<file path="src/rtl/axi_sram_bridge.sv">
// AXI3 slave serving one transaction at a time (single beat or burst) from a single-port SRAM.
// Define BRIDGE_WRAP_BURST_EN to enable WRAP bursts; otherwise WRAP is handled as INCR.
module axi_sram_bridge #(
    parameter int unsigned ADDR_W = 16,
    parameter logic [31:0] BASE   = 32'h1FC0_0000
) (
    input  logic              aclk,
    input  logic              aresetn,
    input  logic [3:0]        arid_i,
    input  logic [31:0]       araddr_i,
    input  logic [7:0]        arlen_i,
    input  logic [2:0]        arsize_i,
    input  logic [1:0]        arburst_i,
    input  logic              arvalid_i,
    output logic              arready_o,
    output logic [3:0]        rid_o,
    output logic [31:0]       rdata_o,
    output logic [1:0]        rresp_o,
    output logic              rlast_o,
    output logic              rvalid_o,
    input  logic              rready_i,
    input  logic [3:0]        awid_i,
    input  logic [31:0]       awaddr_i,
    input  logic [7:0]        awlen_i,
    input  logic [2:0]        awsize_i,
    input  logic [1:0]        awburst_i,
    input  logic              awvalid_i,
    output logic              awready_o,
    input  logic [31:0]       wdata_i,
    input  logic [3:0]        wstrb_i,
    input  logic              wlast_i,
    input  logic              wvalid_i,
    output logic              wready_o,
    output logic [3:0]        bid_o,
    output logic [1:0]        bresp_o,
    output logic              bvalid_o,
    input  logic              bready_i,
    output logic              sram_en_o,
    output logic [3:0]        sram_we_o,
    output logic [ADDR_W-1:0] sram_addr_o,
    output logic [31:0]       sram_wdata_o,
    input  logic [31:0]       sram_rdata_i
);
    typedef enum logic [2:0] {StIdle, StRdReq, StRdData, StWrData, StWrResp} state_e;

    state_e      state_q, state_d;
    logic        last_wr_q, last_wr_d;
    logic [3:0]  id_q, id_d;
    logic [31:0] addr_q, addr_d;
    logic [3:0]  len_q, len_d;
    logic [3:0]  cnt_q, cnt_d;
    logic [1:0]  burst_q, burst_d;
    logic        err_q, err_d;
    logic        fresh_q, fresh_d;
    logic [31:0] rdata_q, rdata_d;

    logic [31:0] off, next_addr, beat_data;
    logic        oor, wrap_bad, beat_err, last_beat, grant_rd, grant_wr;
    logic        unused_ok;

    assign off       = addr_q - BASE;
    assign oor       = (addr_q < BASE) || (|off[31:ADDR_W+2]);
    assign last_beat = (cnt_q == len_q);
    assign grant_rd  = arvalid_i && (!awvalid_i || last_wr_q);
    assign grant_wr  = awvalid_i && !grant_rd;
    // err_q holds the current read beat's error, so the data is forced to zero on SLVERR
    assign beat_data = err_q ? 32'd0 : sram_rdata_i;
    assign unused_ok = ^{arsize_i, awsize_i, arlen_i[7:4], awlen_i[7:4], off[1:0]};

`ifdef BRIDGE_WRAP_BURST_EN
    logic        is_wrap;
    logic [31:0] wrap_mask;
    assign is_wrap   = (burst_q == 2'b10);
    assign wrap_bad  = is_wrap && !(len_q inside {4'd1, 4'd3, 4'd7, 4'd15});
    assign wrap_mask = (({28'd0, len_q} + 32'd1) << 2) - 32'd1;
    always_comb begin
        if (burst_q == 2'b00) begin
            next_addr = addr_q;
        end else if (is_wrap) begin
            next_addr = (addr_q & ~wrap_mask) | ((addr_q + 32'd4) & wrap_mask);
        end else begin
            next_addr = addr_q + 32'd4;
        end
    end
`else
    assign wrap_bad  = 1'b0;
    assign next_addr = (burst_q == 2'b00) ? addr_q : addr_q + 32'd4;
`endif

    assign beat_err = oor || wrap_bad;

    always_ff @(posedge aclk or negedge aresetn) begin
        if (!aresetn) begin
            state_q <= StIdle;
        end else begin
            state_q <= state_d;
        end
    end

    always_ff @(posedge aclk or negedge aresetn) begin
        if (!aresetn) begin
            last_wr_q <= 1'b1;
            id_q      <= '0;
            addr_q    <= '0;
            len_q     <= '0;
            cnt_q     <= '0;
            burst_q   <= '0;
            err_q     <= 1'b0;
            fresh_q   <= 1'b0;
            rdata_q   <= '0;
        end else begin
            last_wr_q <= last_wr_d;
            id_q      <= id_d;
            addr_q    <= addr_d;
            len_q     <= len_d;
            cnt_q     <= cnt_d;
            burst_q   <= burst_d;
            err_q     <= err_d;
            fresh_q   <= fresh_d;
            rdata_q   <= rdata_d;
        end
    end

    always_comb begin
        state_d   = state_q;
        last_wr_d = last_wr_q;
        id_d      = id_q;
        addr_d    = addr_q;
        len_d     = len_q;
        cnt_d     = cnt_q;
        burst_d   = burst_q;
        err_d     = err_q;
        fresh_d   = 1'b0;
        rdata_d   = rdata_q;
        unique case (state_q)
            StIdle: begin
                if (grant_rd) begin
                    id_d      = arid_i;
                    addr_d    = araddr_i;
                    len_d     = arlen_i[3:0];
                    burst_d   = arburst_i;
                    cnt_d     = '0;
                    last_wr_d = 1'b0;
                    state_d   = StRdReq;
                end else if (grant_wr) begin
                    id_d      = awid_i;
                    addr_d    = awaddr_i;
                    len_d     = awlen_i[3:0];
                    burst_d   = awburst_i;
                    cnt_d     = '0;
                    err_d     = 1'b0;
                    last_wr_d = 1'b1;
                    state_d   = StWrData;
                end
            end
            StRdReq: begin
                err_d   = beat_err;
                fresh_d = 1'b1;
                state_d = StRdData;
            end
            StRdData: begin
                // SRAM output is only valid on the first cycle; hold a copy for stalls
                if (fresh_q) begin
                    rdata_d = beat_data;
                end
                if (rready_i) begin
                    if (last_beat) begin
                        state_d = StIdle;
                    end else begin
                        cnt_d   = cnt_q + 4'd1;
                        addr_d  = next_addr;
                        state_d = StRdReq;
                    end
                end
            end
            StWrData: begin
                if (wvalid_i) begin
                    err_d  = err_q || beat_err || (wlast_i != last_beat);
                    addr_d = next_addr;
                    cnt_d  = cnt_q + 4'd1;
                    if (wlast_i || last_beat) begin
                        state_d = StWrResp;
                    end
                end
            end
            StWrResp: begin
                if (bready_i) begin
                    state_d = StIdle;
                end
            end
            default: state_d = StIdle;
        endcase
    end

    always_comb begin
        arready_o    = 1'b0;
        awready_o    = 1'b0;
        rvalid_o     = 1'b0;
        rid_o        = '0;
        rdata_o      = '0;
        rresp_o      = '0;
        rlast_o      = 1'b0;
        wready_o     = 1'b0;
        bvalid_o     = 1'b0;
        bid_o        = '0;
        bresp_o      = '0;
        sram_en_o    = 1'b0;
        sram_we_o    = '0;
        sram_addr_o  = '0;
        sram_wdata_o = '0;
        unique case (state_q)
            StIdle: begin
                arready_o = grant_rd;
                awready_o = grant_wr;
            end
            StRdReq: begin
                sram_en_o   = 1'b1;
                sram_addr_o = off[ADDR_W+1:2];
            end
            StRdData: begin
                rvalid_o = 1'b1;
                rid_o    = id_q;
                rdata_o  = fresh_q ? beat_data : rdata_q;
                rresp_o  = err_q ? 2'b10 : 2'b00;
                rlast_o  = last_beat;
            end
            StWrData: begin
                wready_o = 1'b1;
                if (wvalid_i && !beat_err) begin
                    sram_en_o    = 1'b1;
                    sram_we_o    = wstrb_i;
                    sram_addr_o  = off[ADDR_W+1:2];
                    sram_wdata_o = wdata_i;
                end
            end
            StWrResp: begin
                bvalid_o = 1'b1;
                bid_o    = id_q;
                bresp_o  = err_q ? 2'b10 : 2'b00;
            end
            default: ;
        endcase
    end
endmodule
</file>
<file path="config.mk">
export PLATFORM = sky130hd
export DESIGN_NAME = axi_sram_bridge
export DESIGN_NICKNAME = d
export VERILOG_FILES = /design/src/rtl/axi_sram_bridge.sv
export SDC_FILE = /design/constraint.sdc
export NUM_CORES = 1
export LEC_CHECK = 0
export BUFFER_PORTS_ARGS = -buffer_cell sky130_fd_sc_hd__buf_2
export CAP_MARGIN = 20
export CORE_ASPECT_RATIO = 1.2
export CORE_MARGIN = 5
export CORE_UTILIZATION = 34
export DETAILED_ROUTE_END_ITERATION = 7
export PLACE_DENSITY_LB_ADDON = 0.3
export SLEW_MARGIN = 40
export SYNTH_ARGS = -nofsm -noshare
export SYNTH_HDL_FRONTEND = slang
export SYNTH_SLANG_ARGS = --single-unit
</file>
<file path="constraint.sdc">
create_clock -name aclk -period 3.4 [get_ports aclk]
set_clock_uncertainty 0.05 [all_clocks]
set_input_delay 0.51 -clock aclk [delete_from_list [all_inputs] [get_ports aclk]]
set_output_delay 0.51 -clock aclk [all_outputs]
set_load 0.02 [all_outputs]
</file>
==> results of run 1 <==
## cells in the mapped netlist (2+ instances only)
| master | count | area [µm²] |
|---|---|---|
| a211o_1 | 2 | 17.5 |
| a21o_1 | 2 | 15.0 |
| a21oi_1 | 51 | 255 |
| a22oi_1 | 3 | 22.5 |
| a2bb2oi_1 | 5 | 43.8 |
| a31oi_1 | 24 | 150 |
| a32o_1 | 4 | 40.0 |
| a32oi_1 | 4 | 35.0 |
| a41oi_1 | 3 | 26.3 |
| and2_1 | 58 | 363 |
| and2_2 | 2 | 15.0 |
| and3_1 | 6 | 37.5 |
| and4_1 | 3 | 26.3 |
| buf_1 | 7 | 26.3 |
| buf_2 | 8 | 40.0 |
| buf_4 | 3 | 22.5 |
| buf_6 | 2 | 22.5 |
| clkbuf_1 | 39 | 146 |
| dfrtp_1 | 81 | 2030 |
| ha_1 | 3 | 37.5 |
| inv_1 | 11 | 41.3 |
| mux2_2 | 10 | 113 |
| mux2i_1 | 21 | 210 |
| nand2_1 | 121 | 454 |
| nand2b_1 | 33 | 206 |
| nand3_1 | 46 | 230 |
| nand4_1 | 8 | 50.1 |
| nor2_1 | 19 | 71.3 |
| nor3_1 | 26 | 130 |
| nor4_1 | 8 | 50.1 |
| nor4_2 | 2 | 25.0 |
| o21a_1 | 2 | 15.0 |
| o21ai_0 | 56 | 280 |
| o22a_1 | 13 | 114 |
| o22ai_1 | 7 | 43.8 |
| or2_2 | 3 | 18.8 |
| or3_1 | 2 | 12.5 |
| or4_1 | 2 | 15.0 |
| xnor2_1 | 4 | 35.0 |
## layer usage
layer  vias to the layer above  GRT usage  part of all wire
li1                       3025          -                 -
met1                      2837      0.257              0.45
met2                       234      0.286              0.45
met3                        28     0.0376             0.070
met4                         4     0.0733             0.024
met5                         -          0            0.0010
## cells in the final DEF (no fill, tap or decap), types with 7 or more instances in the layout
master	n
a21oi_1	51
a31oi_1	24
and2_1	58
buf_2	255
buf_4	18
clkbuf_16	9
dfrtp_1	81
inv_1	10
mux2_2	10
mux2i_1	21
nand2_1	121
nand2b_1	33
nand3_1	46
nand4_1	8
nor2_1	18
nor3_1	25
nor4_1	8
o21ai_0	55
o22a_1	13
o22ai_1	7
## repair_timing
action,4_1_cts,5_1_grt
hold buffers,1,0
hold endpoints to repair,2,0
resized for setup,0,0
buffers inserted,0,0
setup endpoints to repair,0,0
## final timing paths
kind,startpoint,end,slack (ps),cells after the start
max,addr_q[21]$_DFFE_PN0P_,sram_wdata_o[26],350,6
min reg2reg,rdata_q[2]$_DFFE_PN0P_,rdata_q[2]$_DFFE_PN0P_,430,2
max reg2reg,state_q[1]$_DFFE_PN0P_,addr_q[2]$_DFFE_PN0P_,660,5
min,bready_i,state_q[2]$_DFFE_PN0P_,320,2
max in group asynchronous,aresetn,last_wr_q$_DFFE_PN1P_,2230,3
min in group asynchronous,aresetn,rdata_q[19]$_DFFE_PN0P_,430,2
## power groups by stage
stage	sequential, mW	combinational (mW)	clock [mW]
3_5_place_dp	1.91	3.62	0
3_3_place_gp	1.90	3.57	0
4_1_cts	1.89	3.63	1.19
5_1_grt	1.97	4.04	1.22
6_report	1.90	3.62	1.17
2_1_floorplan	1.72	2.78	0
## state kept, by name, indices dropped and copies added (netlist names)
signal and flops:
last_wr_q 1, len_q 4, burst_q 2, err_q 1
fresh_q 1, cnt_q 4, id_q 4, state_q 3
rdata_q 32, addr_q 30
## through the flow
stage	hold WS (ps)	worst slack, ps
2_1_floorplan	164	675
3_3_place_gp	259	659
3_5_place_dp	260	671
4_1_cts	310	348
5_1_grt	317	194
6_report	323	354
## area by class of cell
class	count	area, µm²	share of cell area
well taps	216	270	0.0357
repair buffers	277	1480	0.196
flip-flops and latches	82	2050	0.272
multi-input cells	573	3360	0.445
clock buffers	11	243	0.0321
clock inverters	5	110	0.0146
inverters	11	41.3	0.00546
## logic make-up after synthesis
kind of cell,Yosys count,synth area share
buffers and inverters,72,0.0547
and+or+nand+nor,347,0.315
muxes,31,0.0565
AOI/OAI and AO/OA,186,0.201
DFF,82,0.359
adders and majority gates,3,0.00657
xor gates and xnor gates,4,0.00613
other,1,0.000656
==> flow_metrics.env, run 1 <==
export IMPL_ys_seq_area_frac=0.359
export IMPL_p_comb_frac=0.541
export IMPL_wire_per_inst_um=16.1
export IMPL_n_antenna_cell=0
export IMPL_hpwl_um=13900
export IMPL_grt_overflow=0
export IMPL_die_w_um=128
export IMPL_vdd_drop_max_mv=0.519
export IMPL_clk_latency_ps=350
export IMPL_synth_edf_count=0
export IMPL_finalMaxSlewViolations=0
export IMPL_relSlewSlack=0.510
export IMPL_netlist_area_um2=5720
export IMPL_crit_buf_inv=2
export IMPL_grt_pass1_vias=5609
export IMPL_gp_congestion=0.920
export IMPL_yosys_warnings=0
export IMPL_stdcell_area_um2=7560
export IMPL_final_net_count=1131
export IMPL_clockRootBuffer="clkbuf_16"
export IMPL_cts_tree="yes"
export IMPL_placed_area_um2=7200
export IMPL_cp_required_ps=2840
export IMPL_grt_pass1_wl_um=29400
export IMPL_drive_gt1_frac=0.335
export IMPL_power_mw=6.69
export IMPL_antenna_found_initial=2
export IMPL_p_leak_nw=3.70
export IMPL_die_area_um2=19500
export IMPL_hold_class="in -> reg"
export IMPL_crit_fanout=36
export IMPL_critPathMaxStageDelay_ps=540
export IMPL_p_per_area_nw_per_um2=885
export IMPL_synth_seq_cells=82
export IMPL_syn_area_per_cell_um2=7.87
export IMPL_fill_cells=1678
export IMPL_critPathTopFamily="simple AND/OR/NAND/NOR gates"
export IMPL_ant_nets=0
export IMPL_cap_violations=0
export IMPL_drc=0
export IMPL_coreArea_um2=16700
export IMPL_dp_cells=1158
export IMPL_status="finished clean"
export IMPL_routed_wl_um=18900
export IMPL_firstDrtPassIters=5
export IMPL_crit_type="reg -> out"
export IMPL_drtIter0Drc=339
export IMPL_cp_start_kind="register"
export IMPL_final_util=0.452
export IMPL_start_util=0.342
export IMPL_syn_inst=726
export IMPL_area_growth_pct=32.3
export IMPL_path_clk_slew_ps=60
export IMPL_worstMarginPinSlew_ps=734
export IMPL_period_minus_slack_ps=3050
export IMPL_cts_sinks=82
export IMPL_viasPerCell=5.22
export IMPL_power_switching_mw=3.13
export IMPL_path_cells="or4_1 -> nor4_2 -> nor4b_4 -> buf_4 -> and2_1 -> buf_2"
export IMPL_cts_buffers=9
export IMPL_num_rows=52
export IMPL_htree_levels=3
export IMPL_clockBufferDepth=2
export IMPL_slowest_stage="or4_1"
export IMPL_synthArstFlopShare=1.00
export IMPL_period_share=0.896
export IMPL_worstSetupEndpointType="output port"
export IMPL_final_instance_count_excl_fill=1175
export IMPL_grt_usage=0.186
export IMPL_seqPwrFrac=0.284
export IMPL_io_pins=277
export IMPL_setup_viol=0
export IMPL_fmax_mhz=328
export IMPL_worstPathArrival_ps=2490
export IMPL_dominantRegCellSynth="dfrtp_1"
export IMPL_hold_viol_final=0
export IMPL_die_h_um=152
export IMPL_yosysUniqueCellTypes=61
export IMPL_vias=6128
export IMPL_rsz0062_at_grt="false"
export IMPL_grt_max_degree=81
export IMPL_switching_share=0.467
export IMPL_power_frac_clock=0.175
export IMPL_port_buffers=256
export IMPL_intPower_mw=3.56
export IMPL_fin_tns_setup_ps=0
Power figures use the tool's default switching activity.
==> run 2: changes to the inputs <==
Settings changed: BUFFER_PORTS_ARGS -buffer_cell sky130_fd_sc_hd__buf_2 to unset, DONT_BUFFER_PORTS set to 1.
==> run 2 against run 1 <==
  * Combinational power decreased by 6.9%
  * Worst hold slack worse by 320 ps
  * Non-clock buffer count shrank 253
  * Count of clock-buffer cells in the layout is 1 lower
  * Critical path depth did not move
  * Sequential share of layout area up 5.7 points
  * Register-to-register slack improved by 50 ps
  * Global-route usage fell by 0.75 points
  * Flip-flop and latch count is the same
==> flow_metrics.env, run 2 (synthesis gave the netlist of run 1 again) <==
export IMPL_drive_gt1_frac=0.0977
export IMPL_firstDrtPassIters=5
export IMPL_coreArea_um2=16700
export IMPL_p_leak_nw=2.53
export IMPL_p_comb_frac=0.530
export IMPL_area_growth_pct=9.48
export IMPL_period_share=0.871
export IMPL_relSlewSlack=0.534
export IMPL_htree_levels=3
export IMPL_die_w_um=128
export IMPL_layout_commonest_cell="nand2_1"
export IMPL_reg2reg_slack_ps=710
export IMPL_regMostFlops="rdata_q"
export IMPL_grt_overflow=0
export IMPL_crit_fanout=17
export IMPL_path_clk_slew_ps=60
export IMPL_ant_nets=0
export IMPL_fill_cells=1704
export IMPL_power_frac_clock=0.168
export IMPL_reg_top3="rdata_q: 32 flops, addr_q: 30 flops"
export IMPL_cts_resized=0
export IMPL_cp_start_kind="register"
export IMPL_finalMaxSlewViolations=0
export IMPL_hold_viol_final=0
export IMPL_grt_pass1_vias=4968
export IMPL_switching_share=0.482
export IMPL_hpwl_um=13200
export IMPL_grt_pass1_wl_um=28100
export IMPL_fin_tns_setup_ps=0
export IMPL_clockBufferDepth=2
export IMPL_rsz0062_at_grt="false"
export IMPL_port_buffers=0
export IMPL_fin_ws_ps=440
export IMPL_cp_required_ps=2840
export IMPL_routed_wl_um=18100
export IMPL_r2r_end="addr_q[30]$_DFFE_PN0P_"
export IMPL_final_net_count=878
export IMPL_vias=5230
export IMPL_hold_ws_ps=7.38
export IMPL_cts_sinks=82
export IMPL_p_per_area_nw_per_um2=1020
export IMPL_drc=0
export IMPL_setup_viol=0
export IMPL_hold_class="in -> async"
export IMPL_clk_latency_ps=350
export IMPL_cap_violations=0
export IMPL_die_h_um=152
export IMPL_cts_tree="yes"
export IMPL_power_switching_mw=3.06
export IMPL_drtIter0Drc=276
export IMPL_start_util=0.342
export IMPL_worstPathArrival_ps=2400
export IMPL_mostFrequentLayoutCells="121 x nand2_1, 81 x dfrtp_1, 58 x and2_1"
export IMPL_worstMarginPinSlew_ps=699
export IMPL_dp_slack_ps=711
export IMPL_seqPwrFrac=0.302
export IMPL_wire_per_inst_um=19.6
export IMPL_clockRootBuffer="clkbuf_16"
export IMPL_num_rows=52
export IMPL_fmax_mhz=338
export IMPL_regToRegStartpoint="state_q[1]$_DFFE_PN0P_"
export IMPL_crit_type="reg -> out"
export IMPL_worstSetupEndpointType="output port"
export IMPL_viasPerCell=5.67
export IMPL_largest_reg_flops=32
export IMPL_die_area_um2=19500
export IMPL_grt_max_degree=83
export IMPL_status="finished clean"
export IMPL_cts_buffers=9
export IMPL_gp_congestion=0.879
export IMPL_final_util=0.374
export IMPL_period_minus_slack_ps=2960
export IMPL_antenna_found_initial=3
export IMPL_io_pins=277
export IMPL_reg2reg_depth=7
export IMPL_grt_usage=0.179
export IMPL_intPower_mw=3.29
export IMPL_vdd_drop_max_mv=0.498
-- run 2: cell types whose count changed in the layout (fill, tap and decap cells not counted), sizes merged --
cell	previous run	this run
buf	276	24
bufinv	3	2
clkbuf	11	10
clkinvlp	0	2
diode	0	1
dlygate4sd3	1	0
-- run 2: metal layers --
metal  routed length [µm]  global-route usage  part of all wire
met1                 8290               0.254              0.46
met2                 7890               0.260              0.44
met3                 1460              0.0460             0.081
met4                  385              0.0677             0.021
met5                   27                   0            0.0015
-- run 2: area by class of cell --
cell class                 instances  area, µm²  share of cell area
clock buffer                      10        229              0.0366
tap                              216        270              0.0432
inverter                          11       41.3             0.00660
multi-input combinational        573       3370               0.539
timing repair buffer              24        200              0.0320
antenna                            1       2.50            0.000400
sequential                        82       2050               0.328
clock inverter                     6       88.8              0.0142
-- run 2: worst max path at each step --
stage	start	endpoint	slack, ps	depth (start not counted)
2_1_floorplan	addr_q[21]$_DFFE_PN0P_	sram_addr_o[10]	680	7
3_5_place_dp	state_q[1]$_DFFE_PN0P_	addr_q[30]$_DFFE_PN0P_	710	7
4_1_cts	addr_q[21]$_DFFE_PN0P_	sram_addr_o[15]	390	6
3_3_place_gp	state_q[1]$_DFFE_PN0P_	addr_q[30]$_DFFE_PN0P_	730	7
5_1_grt	addr_q[21]$_DFFE_PN0P_	sram_addr_o[1]	260	6
6_report	addr_q[21]$_DFFE_PN0P_	sram_addr_o[3]	440	6
-- run 2: power groups by stage --
stage / Clock, mW / Combinational, mW / Sequential [mW]
5_1_grt: 1.14 / 3.76 / 2.00
3_3_place_gp: 0 / 3.31 / 1.93
6_report: 1.07 / 3.37 / 1.92
3_5_place_dp: 0 / 3.35 / 1.93
2_1_floorplan: 0 / 2.78 / 1.72
4_1_cts: 1.10 / 3.38 / 1.91
-- run 2: metrics by stage --
stage | power [mW] | std cells | instance area (µm²)
floorplan | 4.50 | 727 | 5720
global placement | 5.23 | 905 | 5900
detailed placement | 5.28 | 905 | 5900
CTS | 6.40 | 922 | 6250
global route | 6.90 | 923 | 6260
finish | 6.36 | 923 | 6260
-- run 2: what timing repair did --
action / 4_1_cts / 5_1_grt
hold buffers: 1 / 0
hold endpoints to repair: 82 / 0
buffers inserted: 0 / 0
-- run 2: critical path, cell delays in order (launching register included) --
cell and delay (ps):
dfrtp_1 400, or4_1 540, nor4_2 230, nor4b_4 260, or2_0 140, buf_4 200
and2_1 280
==> run 3: changes to the inputs <==
Settings changed: MAX_ROUTING_LAYER set to met4.
==> run 3 against run 2 <==
  * Cell count increased by 0.33%
  * Non-clock buffer count is the same
  * The flow now finishes with violations (negative hold slack)
  * Utilization hardly changed
==> flow_metrics.env, run 3 (synthesis gave the netlist of run 1 again) <==
export IMPL_port_buffers=0
export IMPL_p_per_area_nw_per_um2=1010
export IMPL_wl_met2_um=7870
export IMPL_cts_resized=0
export IMPL_switching_share=0.481
export IMPL_wl_met1_um=8470
export IMPL_worstSetupEndpointType="output port"
export IMPL_vdd_drop_max_mv=0.499
export IMPL_clockBufferDepth=2
export IMPL_ant_nets=0
export IMPL_hold_viol_final=3
export IMPL_power_mw=6.35
export IMPL_fin_tns_setup_ps=0
export IMPL_cts_buffers=9
export IMPL_firstDrtPassIters=4
export IMPL_die_w_um=128
export IMPL_htree_levels=3
export IMPL_critPathTopFamily="simple AND/OR/NAND/NOR gates"
export IMPL_die_h_um=152
export IMPL_violations="negative hold slack"
export IMPL_period_minus_slack_ps=2970
export IMPL_crit_fanout=17
export IMPL_rsz0062_at_grt="false"
export IMPL_vias=5230
export IMPL_wl_met3_um=1350
export IMPL_start_util=0.342
export IMPL_crit_type="reg -> out"
export IMPL_status="finished, violations left"
export IMPL_largest_reg_flops=32
export IMPL_crit_buf_inv=1
export IMPL_antenna_found_initial=4
export IMPL_layout_commonest_cell="nand2_1"
export IMPL_placed_area_um2=5900
export IMPL_p_comb_frac=0.530
export IMPL_final_net_count=878
export IMPL_die_area_um2=19500
export IMPL_clk_latency_ps=350
export IMPL_power_frac_clock=0.168
export IMPL_reg2reg_depth=7
export IMPL_dp_slack_ps=711
export IMPL_hold_buffers=1
export IMPL_io_pins=277
export IMPL_grt_usage=0.184
export IMPL_cap_violations=0
export IMPL_top_layer="met4"
export IMPL_final_util=0.375
export IMPL_critPathMaxStageDelay_ps=540
export IMPL_hold_ws_ps=-4.88
export IMPL_fmax_mhz=337
export IMPL_grt_max_degree=83
export IMPL_grt_pass1_wl_um=28100
export IMPL_coreArea_um2=16700
export IMPL_num_rows=52
export IMPL_reg_top3="rdata_q: 32 flops, addr_q: 30 flops"
export IMPL_slowest_stage="or4_1"
export IMPL_mostFrequentLayoutCells="121 x nand2_1, 81 x dfrtp_1, 58 x and2_1"
export IMPL_drtIter0Drc=280
export IMPL_viasPerCell=5.65
export IMPL_relSlewSlack=0.534
export IMPL_period_share=0.872
export IMPL_intPower_mw=3.29
export IMPL_path_cells="or4_1 -> nor4_2 -> nor4b_4 -> or2_0 -> buf_4 -> and2_1"
export IMPL_setup_viol=0
export IMPL_grt_overflow=0
export IMPL_stdcell_area_um2=6270
export IMPL_finalMaxSlewViolations=0
export IMPL_worstPathArrival_ps=2410
export IMPL_power_switching_mw=3.06
export IMPL_fin_ws_ps=435
export IMPL_fill_cells=1702
export IMPL_post_cts_buffers=0
export IMPL_cts_sinks=82
export IMPL_drive_gt1_frac=0.0977
export IMPL_worstMarginPinSlew_ps=698
export IMPL_cts_tree="yes"
export IMPL_path_clk_slew_ps=60
export IMPL_seqPwrFrac=0.302
export IMPL_drc=0
export IMPL_cp_start_kind="register"
export IMPL_area_growth_pct=9.61
export IMPL_hold_class="in -> async"
export IMPL_grt_pass1_vias=4950
export IMPL_cp_required_ps=2840
export IMPL_cp_depth=6
export IMPL_hpwl_um=13200
export IMPL_regMostFlops="rdata_q"
export IMPL_p_leak_nw=2.53
export IMPL_routed_wl_um=18100
export IMPL_gp_congestion=0.894
export IMPL_wire_per_inst_um=19.5
export IMPL_clockRootBuffer="clkbuf_16"
[run 3: changes by cell type in the layout (fill, tap and decap cells not counted)]
cell,previous run,this run
diode_2,1,4
[run 3: final timing paths]
| kind | start | end | slack (ps) |
|---|---|---|---|
| min in group aclk | arvalid_i | last_wr_q$_DFFE_PN1P_ | 180 |
| min reg2reg | rdata_q[1]$_DFFE_PN0P_ | rdata_q[1]$_DFFE_PN0P_ | 430 |
| max in group asynchronous | aresetn | rdata_q[0]$_DFFE_PN0P_ | 2930 |
| max | addr_q[21]$_DFFE_PN0P_ | sram_addr_o[15] | 430 |
| max reg2reg | state_q[1]$_DFFE_PN0P_ | addr_q[30]$_DFFE_PN0P_ | 740 |
| min | aresetn | rdata_q[19]$_DFFE_PN0P_ | -5 |
[run 3: final cells by class]
type	instances	area, µm²	share of cell area
clock inverters	6	88.8	0.0142
clock buffers	10	229	0.0365
well taps	216	270	0.0431
inverters	11	41.3	0.00659
multi-input cells	573	3370	0.538
repair buffers	24	200	0.0319
flip-flops and latches	82	2050	0.328
diodes	4	10.0	0.00160
[run 3: power groups by stage]
| stage | Clock (mW) | Combinational, mW | Sequential, mW |
|---|---|---|---|
| 2_1_floorplan | 0 | 2.78 | 1.72 |
| 3_3_place_gp | 0 | 3.31 | 1.93 |
| 3_5_place_dp | 0 | 3.35 | 1.93 |
| 4_1_cts | 1.10 | 3.38 | 1.91 |
| 5_1_grt | 1.14 | 3.76 | 2.00 |
| 6_report | 1.07 | 3.37 | 1.92 |
[run 3: per-stage QoR]
stage                     hold slack [ps]  instances
after floorplan                       164        727
after global placement                167        905
after detailed placement              167        905
after CTS                            24.5        922
after global routing                 29.7        926
final                               -4.88        926
[run 3: worst register-to-register path, delay by kind of cell, from the launching register on]
kind	cells	cell delay, ps
AO/OA/AOI/OAI	2	560
buffers and inverters	3	660
flip-flops	1	550
AND/OR/NAND/NOR	2	790
[run 3: layer usage]
layer / global-route usage / vias up
met5: - / -
met4: 0.0677 / 0
met3: 0.0439 / 22
met2: 0.259 / 213
met1: 0.256 / 2466
li1: - / 2529
